`config.mk`:
```
export PLATFORM = sky130hd
export DESIGN_NAME = apb_slave_ctrl
export DESIGN_NICKNAME = d
export VERILOG_FILES = /design/src/rtl/apb_slave_ctrl.sv
export SDC_FILE = /design/constraint.sdc
export NUM_CORES = 1
export LEC_CHECK = 0
export ABC_AREA = 1
export CAP_MARGIN = 20
export CORE_UTILIZATION = 42
export DETAILED_ROUTE_END_ITERATION = 16
export GPL_ROUTABILITY_DRIVEN = 0
export GPL_TIMING_DRIVEN = 0
export PLACE_DENSITY = 0.9
export SLEW_MARGIN = 20
export SYNTH_ARGS = -nofsm -noshare
export SYNTH_HDL_FRONTEND = slang
export SYNTH_SLANG_ARGS = --single-unit
```
`constraint.sdc`:
```
create_clock -name PCLK -period 4.2 [get_ports PCLK]
set_input_delay 0.63 -clock PCLK [delete_from_list [all_inputs] [get_ports PCLK]]
set_output_delay 0.63 -clock PCLK [all_outputs]
set_load 0.05 [all_outputs]
```
`src/rtl/apb_slave_ctrl.sv`:
```
// APB slave front end: turns APB transfers into a single-cycle internal
// request, waits for the internal ack (with optional timeout) and returns the
// APB response. Decode errors and abandoned transfers are handled locally.
//
// Handshake: req is a one-cycle pulse. we, addr, wdata and strb are valid
// with req and hold until the next req. The internal side answers with ack,
// high for one cycle, in the req cycle or in any later cycle. err and rdata
// are sampled only in the cycle where ack is high. ack is ignored when no
// request is outstanding.
module apb_slave_ctrl #(
  parameter int DATA_W     = 32,
  parameter int ADDR_W     = 16,
  parameter int BASE_ADDR  = 0,
  parameter int SIZE_BYTES = 4096,
  parameter int TIMEOUT    = 15
) (
  input  logic                PCLK,
  input  logic                PRESETn,
  input  logic                PSELx,
  input  logic                PENABLE,
  input  logic                PWRITE,
  input  logic [ADDR_W-1:0]   PADDR,
  input  logic [DATA_W-1:0]   PWDATA,
  input  logic [DATA_W/8-1:0] PSTRB,
  output logic                PREADY,
  output logic                PSLVERR,
  output logic [DATA_W-1:0]   PRDATA,
  output logic                req,
  output logic                we,
  output logic [ADDR_W-1:0]   addr,
  output logic [DATA_W-1:0]   wdata,
  output logic [DATA_W/8-1:0] strb,
  input  logic                ack,
  input  logic                err,
  input  logic [DATA_W-1:0]   rdata,
  output logic                proto_err,
  output logic [1:0]          dbg_state
);

  localparam int NBYTES = DATA_W / 8;
  localparam int CNT_W  = (TIMEOUT > 0) ? $clog2(TIMEOUT + 1) : 1;
  localparam logic [63:0]       WIN_LO     = 64'(BASE_ADDR);
  localparam logic [63:0]       WIN_HI     = 64'(BASE_ADDR) + 64'(SIZE_BYTES);
  localparam logic [ADDR_W-1:0] ALIGN_MASK = ADDR_W'(NBYTES - 1);
  localparam logic [CNT_W-1:0]  CNT_MAX    = '1;
  localparam logic [CNT_W-1:0]  CNT_TO     = CNT_W'(TIMEOUT);

  typedef enum logic [1:0] {S_IDLE, S_REQ, S_WAIT, S_RESP} state_t;

  state_t              state_q, state_d;
  logic [CNT_W-1:0]    cnt_q, cnt_d, cnt_inc;
  logic                dec_err_q, wr_q;
  logic [ADDR_W-1:0]   addr_q;
  logic [DATA_W-1:0]   wdata_q;
  logic [NBYTES-1:0]   strb_q;
  logic                pready_q, pslverr_q, proto_q;
  logic [DATA_W-1:0]   prdata_q;

  logic                setup, dec_err_c, abandon;
  logic                resp_go, resp_err;
  logic [DATA_W-1:0]   resp_data;
  logic [DATA_W-1:0]   ack_data;

  // Address decode of the SETUP phase; a read carrying byte strobes is illegal.
  always_comb begin
    setup     = PSELx & ~PENABLE;
    dec_err_c = (64'(PADDR) < WIN_LO) || (64'(PADDR) >= WIN_HI) ||
                ((PADDR & ALIGN_MASK) != '0) || (!PWRITE && (PSTRB != '0));
    cnt_inc   = (cnt_q == CNT_MAX) ? cnt_q : cnt_q + 1'b1;
    ack_data  = (!wr_q && !err) ? rdata : '0;
  end

  // Next-state and request/response decisions; abandonment beats everything.
  always_comb begin
    state_d   = state_q;
    cnt_d     = cnt_q;
    req       = 1'b0;
    resp_go   = 1'b0;
    resp_err  = 1'b0;
    resp_data = '0;
    abandon   = 1'b0;
    case (state_q)
      S_IDLE: begin
        if (setup) begin
          state_d = S_REQ;
          cnt_d   = '0;
        end
      end
      S_REQ: begin
        if (!PSELx) begin
          abandon = 1'b1;
        end else if (dec_err_q) begin
          resp_go  = 1'b1;
          resp_err = 1'b1;
        end else begin
          req = 1'b1;
          if (ack) begin
            resp_go   = 1'b1;
            resp_err  = err;
            resp_data = ack_data;
          end else begin
            state_d = S_WAIT;
          end
        end
      end
      S_WAIT: begin
        if (!PSELx || !PENABLE) begin
          abandon = 1'b1;
        end else if (ack) begin
          resp_go   = 1'b1;
          resp_err  = err;
          resp_data = ack_data;
        end else begin
          cnt_d = cnt_inc;
          if ((TIMEOUT > 0) && (cnt_inc == CNT_TO)) begin
            resp_go  = 1'b1;
            resp_err = 1'b1;
          end
        end
      end
      S_RESP: state_d = S_IDLE;
      default: state_d = S_IDLE;
    endcase
    if (resp_go) state_d = S_RESP;
    if (abandon) begin
      state_d = S_IDLE;
      cnt_d   = '0;
    end
  end

  // State, capture registers and registered APB response.
  always_ff @(posedge PCLK) begin
    if (!PRESETn) begin
      state_q   <= S_IDLE;
      cnt_q     <= '0;
      dec_err_q <= 1'b0;
      wr_q      <= 1'b0;
      addr_q    <= '0;
      wdata_q   <= '0;
      strb_q    <= '0;
      pready_q  <= 1'b0;
      pslverr_q <= 1'b0;
      prdata_q  <= '0;
      proto_q   <= 1'b0;
    end else begin
      state_q   <= state_d;
      cnt_q     <= cnt_d;
      pready_q  <= resp_go;
      pslverr_q <= resp_err;
      prdata_q  <= resp_data;
      if (abandon) proto_q <= 1'b1;
      if (state_q == S_IDLE && setup) begin
        dec_err_q <= dec_err_c;
        // A rejected transfer never issues req, so the request fields keep
        // describing the last request actually sent.
        if (!dec_err_c) begin
          addr_q  <= PADDR - ADDR_W'(BASE_ADDR);
          wr_q    <= PWRITE;
          wdata_q <= PWDATA;
          strb_q  <= PSTRB;
        end
      end
    end
  end

  assign we        = req & wr_q;
  assign addr      = addr_q;
  assign wdata     = wdata_q;
  assign strb      = strb_q;
  assign PREADY    = pready_q;
  assign PSLVERR   = pslverr_q;
  assign PRDATA    = prdata_q;
  assign proto_err = proto_q;
  assign dbg_state = state_q;

endmodule

```
==> reports/results.tsv, run 1 <==
metric	value	unit
Cell variety after synth	24	
Arr. time, crit path	2.39	ns
Ys Warns	0	
critical path class	in -> out	
worst-margin pin slew	0.559	ns
DRT iter0 DRCs	144	
WP depth	4	
max-slew violations	0	
CP max stage cell	clkdlybuf4s50_1	
R2R setup slack	2.22	ns
global-route wire length before repair	15400	um
Worst path top cell family by delay	buffers and inverters	
Hold Path Class	reg -> reg	
Seq/Total Area, Yosys	54.9	%
worst r2r src	dbg_state[1]	
CTS tree	built	
residual DRC count	0	
crit-path cells	clkdlybuf4s50_1 > inv_1 > nor3_1 > clkdlybuf4s50_1	
GRT Residual Overflow	0	
vias in the first global route	3453	
Critical Path RT	3.57	ns
clk sinks	95	
max-cap viol count	0	
Pre-Repair DR Iteration Count	4	
RSZ-0062 raised after global routing	no	
Die H	92.9	um
Post-CTS Resized	0	
Avg Synthesized Cell Area	8.01	um^2
Clk pin slew, worst setup/hold paths	0.09	ns
setup violators final	0	
vias after detailed routing	3409	
Most common cell on crit path	clkdlybuf4s50_1	
final setup TNS	0	ns
Worst setup EP type	output pin	
Worst Hold Launch	addr[13]	
Net Count, Synth	529	
Place WS	1.17	ns
fin crit period	3.02	ns
RR Endpoint	wdata[9]	
htree depth	3	
FP Rows	32	
Ant. Diodes	0	
Root Buffer	clkbuf_8	
number of port buffers	180	
Max-slew headroom	62.6	%
FFs w/ async S/R, synth	0	%
Setup Buffers After CTS	0	
slowest stage delay, CP	0.86	ns
clock buffer depth	2	
flops & latches, synth	95	
WL/cell	13.4	um
nets@finish	720	
fill count	576	
Final Hold Viols	0	
status	complete, no violations	
Post-CTS Hold Buffers	0	
Mapped Area	3470	um^2
Die Wd	92.9	um
area grow syn2layout	62.0	%
Final HPWL DP	7830	um
pwr dens	351	nW/um^2
maximum vdd drop	0.000183	V
Post-DRT Antenna Nets	0	
Cells after Synth	433	
share of layout cells above drive strength 1	4.77	%
I/O pins	182	
Via density	4.66	
WHS Endpoint	addr[13]	
Lkg Pwr	2.26	nW
CTS Buf Count	9	
setup ws final	1.18	ns
Clock Latency Late Sink	0.35	ns
startpoint type of the worst setup path	primary input	
maximum clock rate	331	MHz
Initial Utilization	44.2	%
largest net degree at the start of global routing	17	
predominant post-synthesis flop cell	dfxtp_1	
die area	8620	um^2
Routed WL	9770	um
crit path buf inv count	3	
worst clock skew	0.00951	ns
WHS Path Cells	2	
final worst path period share	72.0	%
reg2reg path depth	8	
Core Footprint	7850	um^2
crit-path max FO	6	
EDFF count, synth	0	
initial antenna violation count	0	
GRT Total Usage	23.0	%
==> Yosys cell counts, types with 5 or more instances <==
master / n / area, um^2
inv_1: 100 / 375
o21ai_0: 53 / 265
buf_6: 5 / 56.3
dfxtp_1: 95 / 1900
ha_1: 5 / 62.6
nor2_1: 48 / 180
clkbuf_1: 11 / 41.3
nand2_1: 28 / 105
nand3_1: 8 / 40.0
a21oi_1: 53 / 265
==> through the flow <==
step	hold slack [ns]	instances	area [um^2]	util (%)	power [mW]
after floorplan	0.462	433	3470	-	1.17
after global placement	0.415	715	5400	68.8	1.31
after detailed placement	0.425	715	5400	68.8	1.33
after CTS	0.440	731	5620	71.6	1.98
after global routing	0.461	731	5620	71.6	2.06
final	0.434	731	5620	71.6	1.97
==> layout by cell type, fill, tap and decap left out, drive strengths merged <==
cell type        n
ha               5
bufinv           2
nor4             3
nand2           29
nor2            48
a21oi           53
clkinv           4
nand3            9
o21ai           57
dfxtp           95
clkdlybuf4s50  180
inv            102
or2              2
clkbuf          20
a21o             1
and3             4
nor3             3
buf              9
o211ai           1
nand4            2
==> cell families after synthesis <==
family          after synthesis  share of synthesized area, %
flops                        95                          54.9
buf+inv                     121                          14.3
fa+ha+maj                     5                          1.80
simple gates                100                          12.7
compound gates              112                          16.3
==> area by class of cell <==
cell class,count,area [um^2],share of cell area [%]
Tap cell,102,128,2.27
Buffer,20,118,2.09
Multi-Input combinational cell,217,1070,19.0
Timing Repair Buffer,180,1800,32.1
Clock buffer,9,124,2.21
Inverter,101,379,6.75
Clock inverter,7,96.3,1.72
Sequential cell,95,1900,33.9
==> worst max-delay path by stage <==
stage,from,to,slack (ns)
4_1_cts,PSELx,req,1.17
5_1_grt,PSELx,we,1.11
3_5_place_dp,PSELx,req,1.17
3_3_place_gp,PSELx,req,1.19
2_1_floorplan,dbg_state[0],we,1.11
6_report,PSELx,req,1.18
==> flip-flops by register name (all words and copies together), names as in the netlist <==
name	cells
PRDATA	32
PREADY	1
PSLVERR	1
addr	16
cnt_q	4
dbg_state	2
dec_err_q	1
proto_err	1
strb	4
wdata	32
wr_q	1
==> worst reg2reg max path: stages, from the launching register on <==
cell	delay, ns
dfxtp_1	0.35
inv_1	0.11
ha_1	0.24
nand3_2	0.16
nor4_4	0.27
nand2_2	0.15
clkbuf_1	0.22
o21ai_0	0.29
a21oi_1	0.07
==> power breakdown <==
group | internal [mW] | leakage, nW | total, mW | switching (mW)
clock network | 0.338 | 0.114 | 0.657 | 0.319
registers | 0.918 | 0.766 | 0.934 | 0.0154
logic | 0.166 | 1.38 | 0.380 | 0.213
total | 1.42 | 2.26 | 1.97 | 0.548
==> metal layers <==
layer,global-route usage (%),routed length [um],vias to the layer above
li1,-,-,1714
met1,24.2,3880,1509
met2,41.5,4650,170
met3,7.96,1060,16
met4,9.74,191,0
met5,0,0,-
(Power assumes the default switching activity.)
==> run 2, diff against run 1 <==
--- a/config.mk
+++ b/config.mk
@@ -7,11 +7,11 @@
 export LEC_CHECK = 0
 export ABC_AREA = 1
 export CAP_MARGIN = 20
-export CORE_UTILIZATION = 42
+export CORE_UTILIZATION = 35
 export DETAILED_ROUTE_END_ITERATION = 16
 export GPL_ROUTABILITY_DRIVEN = 0
 export GPL_TIMING_DRIVEN = 0
-export PLACE_DENSITY = 0.9
+export PLACE_DENSITY = 0.8
 export SLEW_MARGIN = 20
 export SYNTH_ARGS = -nofsm -noshare
 export SYNTH_HDL_FRONTEND = slang
==> constraint.sdc (replaced) <==
create_clock -name PCLK -period 2.7 [get_ports PCLK]
set_input_delay 0.405 -clock PCLK [delete_from_list [all_inputs] [get_ports PCLK]]
set_output_delay 0.405 -clock PCLK [all_outputs]
set_load 0.05 [all_outputs]
==> run 2 against run 1 <==
Effect of this change:
- via count down 0.88%
- final area up 0.31%
- core utilization down 12 points
- count of clock-buffer cells in the layout unchanged
- register-to-register slack worse by 1.5 ns
- power up 50%
- global-route usage down 4.3 points
- setup slack worse by 1.1 ns
- final cell count up 3.6%
- non-clock buffer count unchanged
- critical path type unchanged
- largest cell class unchanged
==> reports/results.tsv, run 2 (synthesis gave the netlist of run 1 again) <==
metric	value	unit
status	complete, no violations	
Root Buffer	clkbuf_8	
CTS Buf Count	9	
R2R setup slack	0.75	ns
fill count	838	
Final HPWL DP	7440	um
reg2reg path depth	8	
final worst path period share	95.7	%
Pre-Repair DR Iteration Count	4	
Arr. time, crit path	2.18	ns
share of layout cells above drive strength 1	4.94	%
fin crit period	2.58	ns
WL/cell	12.5	um
Lkg Pwr	2.24	nW
Place WS	0.103	ns
initial antenna violation count	0	
Tot Pwr	2.96	mW
residual DRC count	0	
maximum vdd drop	0.000292	V
Initial Utilization	36.8	%
Clk pin slew, worst setup/hold paths	0.09	ns
worst-margin pin slew	0.541	ns
Post-DP Area	5440	um^2
RR Endpoint	wdata[16]	
Via density	4.46	
global-route wire length before repair	15100	um
Post-CTS Hold Buffers	0	
WHS Endpoint	addr[14]	
worst r2r src	dbg_state[1]	
pwr dens	526	nW/um^2
htree depth	3	
nets@finish	720	
Max-slew headroom	63.8	%
DRT iter0 DRCs	85	
critical path class	in -> out	
placed cell count	742	
commonest non-fill, non-tap cells in the layout	180 x clkdlybuf4s50_1, 100 x inv_1, 95 x dfxtp_1	
Clock Latency Late Sink	0.35	ns
Post-CTS Resized	0	
startpoint type of the worst setup path	primary input	
clock buffer depth	2	
Die Wd	102	um
Hold Path Class	reg -> reg	
max-slew violations	0	
Worst setup EP type	output pin	
WHS Path Cells	2	
Ant. Diodes	0	
RSZ-0062 raised after global routing	no	
Post-DRT Antenna Nets	0	
largest net degree at the start of global routing	17	
I/O pins	182	
Core Footprint	9420	um^2
Routed WL	9440	um
worst clock skew	0.00950	ns
maximum clock rate	387	MHz
most common cell after layout, fill and taps aside	clkdlybuf4s50_1	
Final Hold Viols	0	
setup violators final	0	
clk sinks	95	
max-cap viol count	0	
FP Rows	35	
Die H	102	um
final setup TNS	0	ns
vias in the first global route	3310	
GRT Residual Overflow	0	
number of port buffers	180	
Final Non-Filler Cells	757	
final instance area	5630	um^2
GRT Total Usage	18.7	%
CTS tree	built	
area grow syn2layout	62.5	%
crit-path max FO	6	
vias after detailed routing	3379	
Critical Path RT	2.30	ns
Setup Buffers After CTS	0	
setup ws final	0.116	ns
Worst Hold Launch	addr[14]	
die area	10300	um^2
run 2: cell types whose count changed in the layout (fill, tap and decap cells not counted):
cell,before,now
clkinv_4,2,1
clkinv_2,2,1
nor3_1,3,2
nor4_1,2,1
inv_6,1,2
nor3_2,0,1
bufinv_16,2,1
nor4_2,0,1
clkinvlp_4,0,1
run 2: per-stage QoR:
stage,hold WS (ns),utilization [%]
after floorplan,0.481,-
after detailed placement,0.431,57.8
after global routing,0.463,59.8
after global placement,0.418,57.8
after CTS,0.445,59.8
final,0.439,59.8
run 2: worst max-delay path by stage:
stage                     cells past startpoint  slack (ns)    startpoint          to
final                                         4        0.12         PSELx          we
after global placement                        4        0.13         PSELx          we
after floorplan                               6        0.40  dbg_state[0]  PRDATA[12]
after CTS                                     4        0.10         PSELx          we
after detailed placement                      4        0.10         PSELx          we
after global routing                          5        0.04  dbg_state[1]          we
run 2: critical path, stage by stage:
cell and delay, ns:
clkdlybuf4s50_1 0.53, inv_1 0.14, nor4_2 0.24, clkdlybuf4s50_1 0.86
run 2: power breakdown:
group          switching, mW  total, mW  internal [mW]
Clock                  0.499      0.929          0.430
Combinational          0.325      0.584          0.259
Sequential            0.0226       1.45           1.43
Total                  0.846       2.96           2.12
run 2: layout make-up:
| cell class | count | area, um^2 | share of cell area (%) |
|---|---|---|---|
| Sequential cell | 95 | 1900 | 33.8 |
| Clock buffer | 9 | 124 | 2.20 |
| Tap cell | 129 | 161 | 2.86 |
| Multi-Input combinational cell | 217 | 1080 | 19.2 |
| Timing Repair Buffer | 180 | 1800 | 32.0 |
| Buffer | 20 | 118 | 2.09 |
| Clock inverter | 6 | 68.8 | 1.22 |
| Inverter | 101 | 379 | 6.73 |
run 2: layer usage:
metal	routed length, um	global-route usage [%]	up-vias	share of wire (%)
met5	0	0	-	0
met4	140	5.91	0	1.5
met3	872	6.76	14	9.2
met2	4750	33.5	140	50
met1	3680	20.5	1513	39
li1	-	-	1712	-
